## config.mk

```make
export PLATFORM = sky130hd
export DESIGN_NAME = uart_receiver
export DESIGN_NICKNAME = d
export VERILOG_FILES = /design/src/rtl/uart_receiver.sv
export SDC_FILE = /design/constraint.sdc
export NUM_CORES = 1
export LEC_CHECK = 0
export BUFFER_PORTS_ARGS = -buffer_cell sky130_fd_sc_hd__buf_2
export CORE_ASPECT_RATIO = 1.25
export CORE_UTILIZATION = 55
export DETAILED_ROUTE_END_ITERATION = 10
export HOLD_SLACK_MARGIN = 0.05
export PLACE_DENSITY_LB_ADDON = 0.15
export SLEW_MARGIN = 30
export SYNTH_ARGS = -nofsm -noshare
export SYNTH_HDL_FRONTEND = slang
export SYNTH_SLANG_ARGS = --single-unit
```

## constraint.sdc

```tcl
create_clock -name clk -period 2.6 [get_ports clk]
set_input_delay 0.52 -clock clk [delete_from_list [all_inputs] [get_ports clk]]
set_output_delay 0.52 -clock clk [all_outputs]
set_load 0.01 [all_outputs]
```

## src/rtl/uart_receiver.sv

```systemverilog
// UART receiver: oversampled start/data/parity/stop framing with error flags.
// Latency: data_valid one cycle after the mid-stop-bit sample; 2 extra input cycles with UART_RX_SYNC_EN.
// Backpressure: none; data_valid is a one-cycle pulse and data_out/flags hold until the next frame.
// Optional macro UART_RX_SYNC_EN: two-flop synchronizer on serial_in (default: line used directly).
module uart_receiver #(
    parameter int COUNTS_PER_BIT  = 434,
    parameter int DATA_BITS       = 8,
    parameter int CLOCK_CTR_WIDTH = 32
) (
    input  logic                 clk,
    input  logic                 rst,
    input  logic                 serial_in,
    input  logic [1:0]           parity_type,
    output logic [DATA_BITS-1:0] data_out,
    output logic                 data_valid,
    output logic                 parity_error,
    output logic                 framing_error,
    output logic                 busy
);

    typedef enum logic [2:0] {
        RX_IDLE   = 3'd0,
        RX_START  = 3'd1,
        RX_DATA   = 3'd2,
        RX_PARITY = 3'd3,
        RX_STOP   = 3'd4
    } state_t;

    // Sample points: half a bit into the start bit, then once per full bit period.
    localparam logic [CLOCK_CTR_WIDTH-1:0] CTR_HALF = CLOCK_CTR_WIDTH'(COUNTS_PER_BIT / 2 - 1);
    localparam logic [CLOCK_CTR_WIDTH-1:0] CTR_FULL = CLOCK_CTR_WIDTH'(COUNTS_PER_BIT - 1);
    localparam logic [4:0]                 LAST_IDX = 5'(DATA_BITS - 1);

    state_t                     state;
    logic [CLOCK_CTR_WIDTH-1:0] clock_ctr;
    logic [4:0]                 bit_idx;
    logic [DATA_BITS-1:0]       shift_reg;
    logic [DATA_BITS-1:0]       shift_nxt;
    logic [1:0]                 par_mode;
    logic                       par_err_pend;
    logic                       par_exp;
    logic                       rx_s;
    logic                       ctr_half;
    logic                       ctr_full;

`ifdef UART_RX_SYNC_EN
    logic sync_1;
    logic sync_2;

    // Two-flop synchronizer; resets to the idle-high line level.
    always_ff @(posedge clk) begin
        if (rst) begin
            sync_1 <= 1'b1;
            sync_2 <= 1'b1;
        end else begin
            sync_1 <= serial_in;
            sync_2 <= sync_1;
        end
    end

    assign rx_s = sync_2;
`else
    assign rx_s = serial_in;
`endif

    assign ctr_half = (clock_ctr == CTR_HALF);
    assign ctr_full = (clock_ctr == CTR_FULL);
    assign busy     = (state != RX_IDLE);

    // Expected parity bit from the fully shifted payload (odd: 1 when the payload has an even count of ones).
    assign par_exp = (par_mode == 2'd1) ? ~^shift_reg : ^shift_reg;

    // Next payload value: LSB-first, so the new sample enters at the top.
    always_comb begin
        shift_nxt                = shift_reg >> 1;
        shift_nxt[DATA_BITS-1]   = rx_s;
    end

    // Receive FSM with bit timing, payload shifting and registered result outputs.
    always_ff @(posedge clk) begin
        if (rst) begin
            state         <= RX_IDLE;
            clock_ctr     <= '0;
            bit_idx       <= '0;
            shift_reg     <= '0;
            par_mode      <= 2'd0;
            par_err_pend  <= 1'b0;
            data_out      <= '0;
            data_valid    <= 1'b0;
            parity_error  <= 1'b0;
            framing_error <= 1'b0;
        end else begin
            data_valid <= 1'b0;
            case (state)
                RX_IDLE: begin
                    // Parity mode is tracked while idle and frozen once a frame starts.
                    par_mode     <= (parity_type == 2'd3) ? 2'd0 : parity_type;
                    clock_ctr    <= '0;
                    bit_idx      <= '0;
                    par_err_pend <= 1'b0;
                    if (!rx_s) begin
                        state <= RX_START;
                    end
                end
                RX_START: begin
                    if (ctr_half) begin
                        clock_ctr <= '0;
                        // A line already back high mid start bit was a glitch.
                        state     <= rx_s ? RX_IDLE : RX_DATA;
                    end else begin
                        clock_ctr <= clock_ctr + CLOCK_CTR_WIDTH'(1);
                    end
                end
                RX_DATA: begin
                    if (ctr_full) begin
                        clock_ctr <= '0;
                        shift_reg <= shift_nxt;
                        if (bit_idx == LAST_IDX) begin
                            bit_idx <= '0;
                            state   <= (par_mode == 2'd1 || par_mode == 2'd2) ? RX_PARITY : RX_STOP;
                        end else begin
                            bit_idx <= bit_idx + 5'd1;
                        end
                    end else begin
                        clock_ctr <= clock_ctr + CLOCK_CTR_WIDTH'(1);
                    end
                end
                RX_PARITY: begin
                    if (ctr_full) begin
                        clock_ctr    <= '0;
                        par_err_pend <= (rx_s != par_exp);
                        state        <= RX_STOP;
                    end else begin
                        clock_ctr <= clock_ctr + CLOCK_CTR_WIDTH'(1);
                    end
                end
                RX_STOP: begin
                    if (ctr_full) begin
                        // Payload is delivered even when a flag is raised.
                        clock_ctr     <= '0;
                        data_out      <= shift_reg;
                        parity_error  <= par_err_pend;
                        framing_error <= ~rx_s;
                        data_valid    <= 1'b1;
                        state         <= RX_IDLE;
                    end else begin
                        clock_ctr <= clock_ctr + CLOCK_CTR_WIDTH'(1);
                    end
                end
                default: begin
                    state     <= RX_IDLE;
                    clock_ctr <= '0;
                    bit_idx   <= '0;
                end
            endcase
        end
    end

endmodule

```

After elaboration in Yosys (flattened, before gate mapping) --
Index checks and enable logic that the tools add are counted. W data, S select, Z words.
Word-level totals: bits in registers 62, word-level logic and storage cells 66
Operators by class: $add $sub $neg 2, eq/ne operators 17, multiplexer cells 20, bitwise logic cells 3, reductions and logical operators 14
Operator list (number):
- $mux W32 | 2
- $pmux W32 S2 | 1
- $add A32 B1 Y32 const B | 1
- $eq A32 B8 Y1 const B | 1
- $eq A32 B9 Y1 const B | 1
- $mux W3 | 7
- $pmux W3 S5 | 1
- $ne A2 B2 Y1 const B | 6
- $mux W5 | 2
- $pmux W5 S2 | 1
- $reduce_and A2 Y1 | 4
- $reduce_xnor A8 Y1 | 1
- $reduce_xor A8 Y1 | 1
- $eq A3 B2 Y1 const B | 2
- $reduce_and A6 Y1 | 1
- $reduce_or A3 Y1 | 2
- $add A5 B1 Y5 const B | 1
- $eq A5 B3 Y1 const B | 1
- $eq A2 B2 Y1 const B | 2
- $mux W2 | 2
- $eq A3 B1 Y1 const B | 1
- $eq A3 B3 Y1 const B | 1
- $logic_not A3 Y1 | 1
- $mux W1 | 3
- 8 further kinds | 10

Longest topological paths before layout --
depth after elaboration 6, depth in mapped cells 8

Worst setup path before layout --
Ideal clock, no wire load.
path type register -> register, start register clock_ctr[0], end register state[2], setup time 0.070 ns, data arrival time 1.860 ns, slack 0.670 ns, cell stages (with the launch flop) 7, clock period less this slack 1.930 ns, path through dfxtp_1 > ha_1 > nor3b_1 > and4_1 > o211ai_1 > or4_1 > a21oi_1
On the way: cells in the longest elaborated chain, start to end 3, elaborated cells on any way between the ends 7
RTL lines:
- start: declaration | RTL line 35 | logic [CLOCK_CTR_WIDTH-1:0] clock_ctr;
- start signal: assignment | RTL line 111 | clock_ctr <= clock_ctr + CLOCK_CTR_WIDTH'(1);
- start signal: assignment | RTL line 125 | clock_ctr <= clock_ctr + CLOCK_CTR_WIDTH'(1);
- start signal: assignment | RTL line 134 | clock_ctr <= clock_ctr + CLOCK_CTR_WIDTH'(1);
- $eq A32 B9 Y1 or $eq A32 B8 Y1 (tied branches) | RTL line 67, 66
- $ne A2 B2 Y1 (no source line)
- $reduce_and A6 Y1 (no source line) (*)
- end signal: assignment | RTL line 109 | state <= rx_s ? RX_IDLE : RX_DATA;
- end signal: assignment | RTL line 120 | state <= (par_mode == 2'd1 || par_mode == 2'd2) ? RX_PARITY : RX_STOP;
- end: declaration | RTL line 34 | state_t state;
Mark *: on every way between the ends. The rest lies on a longest branch, timed or not. A chain may end at the register's enable or synchronous reset.

Worst setup path in the final report --
Ends and elaborated chain as after synthesis.

==> impl_metrics.toml <==
[synthesis]
ys_seq_area_share_pct = 40.8
ys_seq_elements = 62
netlist-cell-type-count = 45
netlist_instances = 345
syn_area_sq_um = 3050
async_reset_ff_share_pct = 0
dominantRegCellSynth = "dfxtp_1"
syn-num-nets = 355
synth-edff-count = 0
avgSynthCellArea_sq_um = 8.83
ys_warn_count = 0

[run_status]
status = "finished, final reports clean"

[floorplanning]
rows = 29
die_w_um = 68.6
die_area_sq_um = 5840
start_util_pct = 58.7
core-area_sq_um = 5190
io_pins = 17
die_h_um = 85.2

[drt]
num_vias = 2510
vias_per_cell = 5.88
routed_wirelength_um = 6290
wl_per_cell_um = 14.7
dr.pass1.iters = 4
drt_iter0_drc = 239
drtAntennaViolNets = 0
drcViolationCount = 0

[cts]
cts_root_buffer = "clkbuf_8"
cts.path.max_buffers = 2
cts.repair.resized = 0
holdBufCountCts = 0
cts_tree = "done"
clk_latency_ns = 0.35
clock-sinks = 62
cts_max_level = 3
cts.clk_slew.worst_paths_ns = 0.08
numCtsBuffers = 9
cts_setup_buffers = 0

[layout]
fin_nets = 370
diodes = 0
largest_reg_flops = 32
area_growth_pct = 11.4
nFillCells = 438
design_area_sq_um = 3390
drive_above_1_share_pct = 13.7

[critical_path]
worstPathRequired_ns = 2.87
r2r_cells = 6
path_max_fanout = 5
arrival_ns = 2.40
cp-startpoint = "clock_ctr[0]"
critPathKind = "register to register"
r2r_slack_ns = 0.47
critPathLaunchType = "register"
crit_path_end_kind = "register"
crit_end = "state[2]"
timing.rr.end = "state[2]"
r2r-start = "clock_ctr[0]"

[place]
dpl_cell_area_sq_um = 3180
dpl.hpwl_um = 4370
numPortBuffers = 16
globalplace.congestion = 0.850

[power_and_ir_drop]
p_total_mw = 2.12
p_per_area_nw_per_um2 = 624
peakVddDrop_uv = 485
p_leak_nw = 1.10

[global_route]
grt_pass1_vias = 2326
grt_usage_pct = 24.6
grt_first_pass_wirelength_um = 10600
grt_max_degree = 32
antenna_found_initial = 0
gr-total-overflow = 0

[timing]
skew_ns = 0.0108
final.period_utilization_pct = 81.9
hold_viol = 0
worst_slew_margin_rel_pct = 59.3
drv_slew = 0
rsz0062_at_grt = "no"
fmaxAchievable_ghz = 0.470
worst_pin_slew_ns = 0.609
setup_viol = 0
period_minus_slack_ns = 2.13
fin_setup_tns_ns = 0

[min_path]
hp-start = "parity_type[0]"
hold_path.class = "primary input to register"

[flow_run]
drv_cap = 0
[worst max-delay path, stage by stage (launching register included)]
cell and delay, ns:
dfxtp_1 0.40, ha_1 0.16, nor3b_1 0.22, and4_1 0.35, o211ai_1 0.21, or4_1 0.56, a21oi_1 0.15
[power breakdown]
part / total [mW] / leakage (nW) / internal (mW) / switching (mW)
sequential: 0.991 / 0.500 / 0.964 / 0.0267
combinational: 0.245 / 0.491 / 0.0941 / 0.151
clock: 0.882 / 0.109 / 0.494 / 0.387
total: 2.12 / 1.10 / 1.55 / 0.565
[synth_stat cells, types with 3 or more instances]
library cell	number	share of area (%)
and3_1	5	1.0
xor2_1	3	0.86
a21oi_1	10	1.6
or4_1	4	0.99
clkbuf_1	13	1.6
o21ai_0	7	1.2
nor4_2	3	1.2
nand4_1	7	1.4
mux2i_1	19	6.2
o31ai_1	4	0.99
nor4_1	13	2.7
and4_1	3	0.86
nor3_1	8	1.3
xnor2_1	35	10
or3_1	3	0.62
ha_1	5	2.1
dfxtp_1	62	41
nor2_1	59	7.3
nand3_1	12	2.0
nand2_1	20	2.5
nor3b_1	8	2.0
inv_1	9	1.1
buf_2	4	0.66
[final cells by class]
class	instances	area, sq um	area share [%]
multi-input cells	257	1710	50.5
clock inverters	5	57.6	1.70
flip-flops and latches	62	1240	36.6
inverters	9	33.8	0.996
well taps	62	77.6	2.29
clock buffers	11	151	4.46
repair buffers	21	118	3.47
[cells by family (layout without fill, tap and decap cells)]
logic type / after synthesis / in the layout / share of synthesized area, %
buffers and inverters: 26 / 46 / 3.37
and+or+nand+nor: 160 / 160 / 29.0
muxes: 19 / 19 / 6.24
AOI/OAI and AO/OA: 35 / 35 / 7.64
adders and majority gates: 5 / 5 / 2.05
xor gates and xnor gates: 38 / 38 / 10.9
DFF: 62 / 62 / 40.8
[metal layers]
layer	part of all wire, %	global-route usage [%]	wire (um)	vias up
met1	46	32.3	2880	1187
met5	0	0	0	-
met4	2.4	11.6	148	0
met3	5.4	6.45	337	11
li1	-	-	-	1248
met2	46	36.9	2920	64
[worst min-delay path by stage]
stage	cells past startpoint	end	slack (ns)
after floorplan	1	clock_ctr[0]	0.44
after global placement	1	clock_ctr[0]	0.46
after detailed placement	1	clock_ctr[0]	0.47
after CTS	4	par_mode[1]	0.47
after global routing	2	bit_idx[1]	0.50
final	4	par_mode[1]	0.48
[cell usage in the layout (no fill, tap or decap), drive strengths merged, types with 3 or more instances in the layout]
| cell | count |
|---|---|
| or3 | 3 |
| or4 | 4 |
| clkbuf | 11 |
| nor3b | 8 |
| mux2i | 19 |
| buf | 21 |
| dfxtp | 62 |
| and3 | 5 |
| and2 | 3 |
| clkinv | 4 |
| and4 | 5 |
| nand2 | 20 |
| inv | 9 |
| xnor2 | 35 |
| nand4 | 8 |
| nor2 | 59 |
| o21ai | 7 |
| o31ai | 4 |
| nor3 | 8 |
| xor2 | 3 |
| a21oi | 10 |
| nand3 | 13 |
| nor4 | 18 |
| ha | 5 |
[metrics by stage]
stage | hold slack (ns) | setup WS (ns) | instances | util, %
finish | 0.482 | 0.471 | 427 | 65.4
global route | 0.499 | 0.327 | 427 | 65.4
CTS | 0.474 | 0.481 | 427 | 65.4
detailed placement | 0.473 | 0.508 | 411 | 61.4
global placement | 0.457 | 0.555 | 411 | 61.4
floorplan | 0.441 | 0.670 | 345 | -
Power figures use the tool's default switching activity.
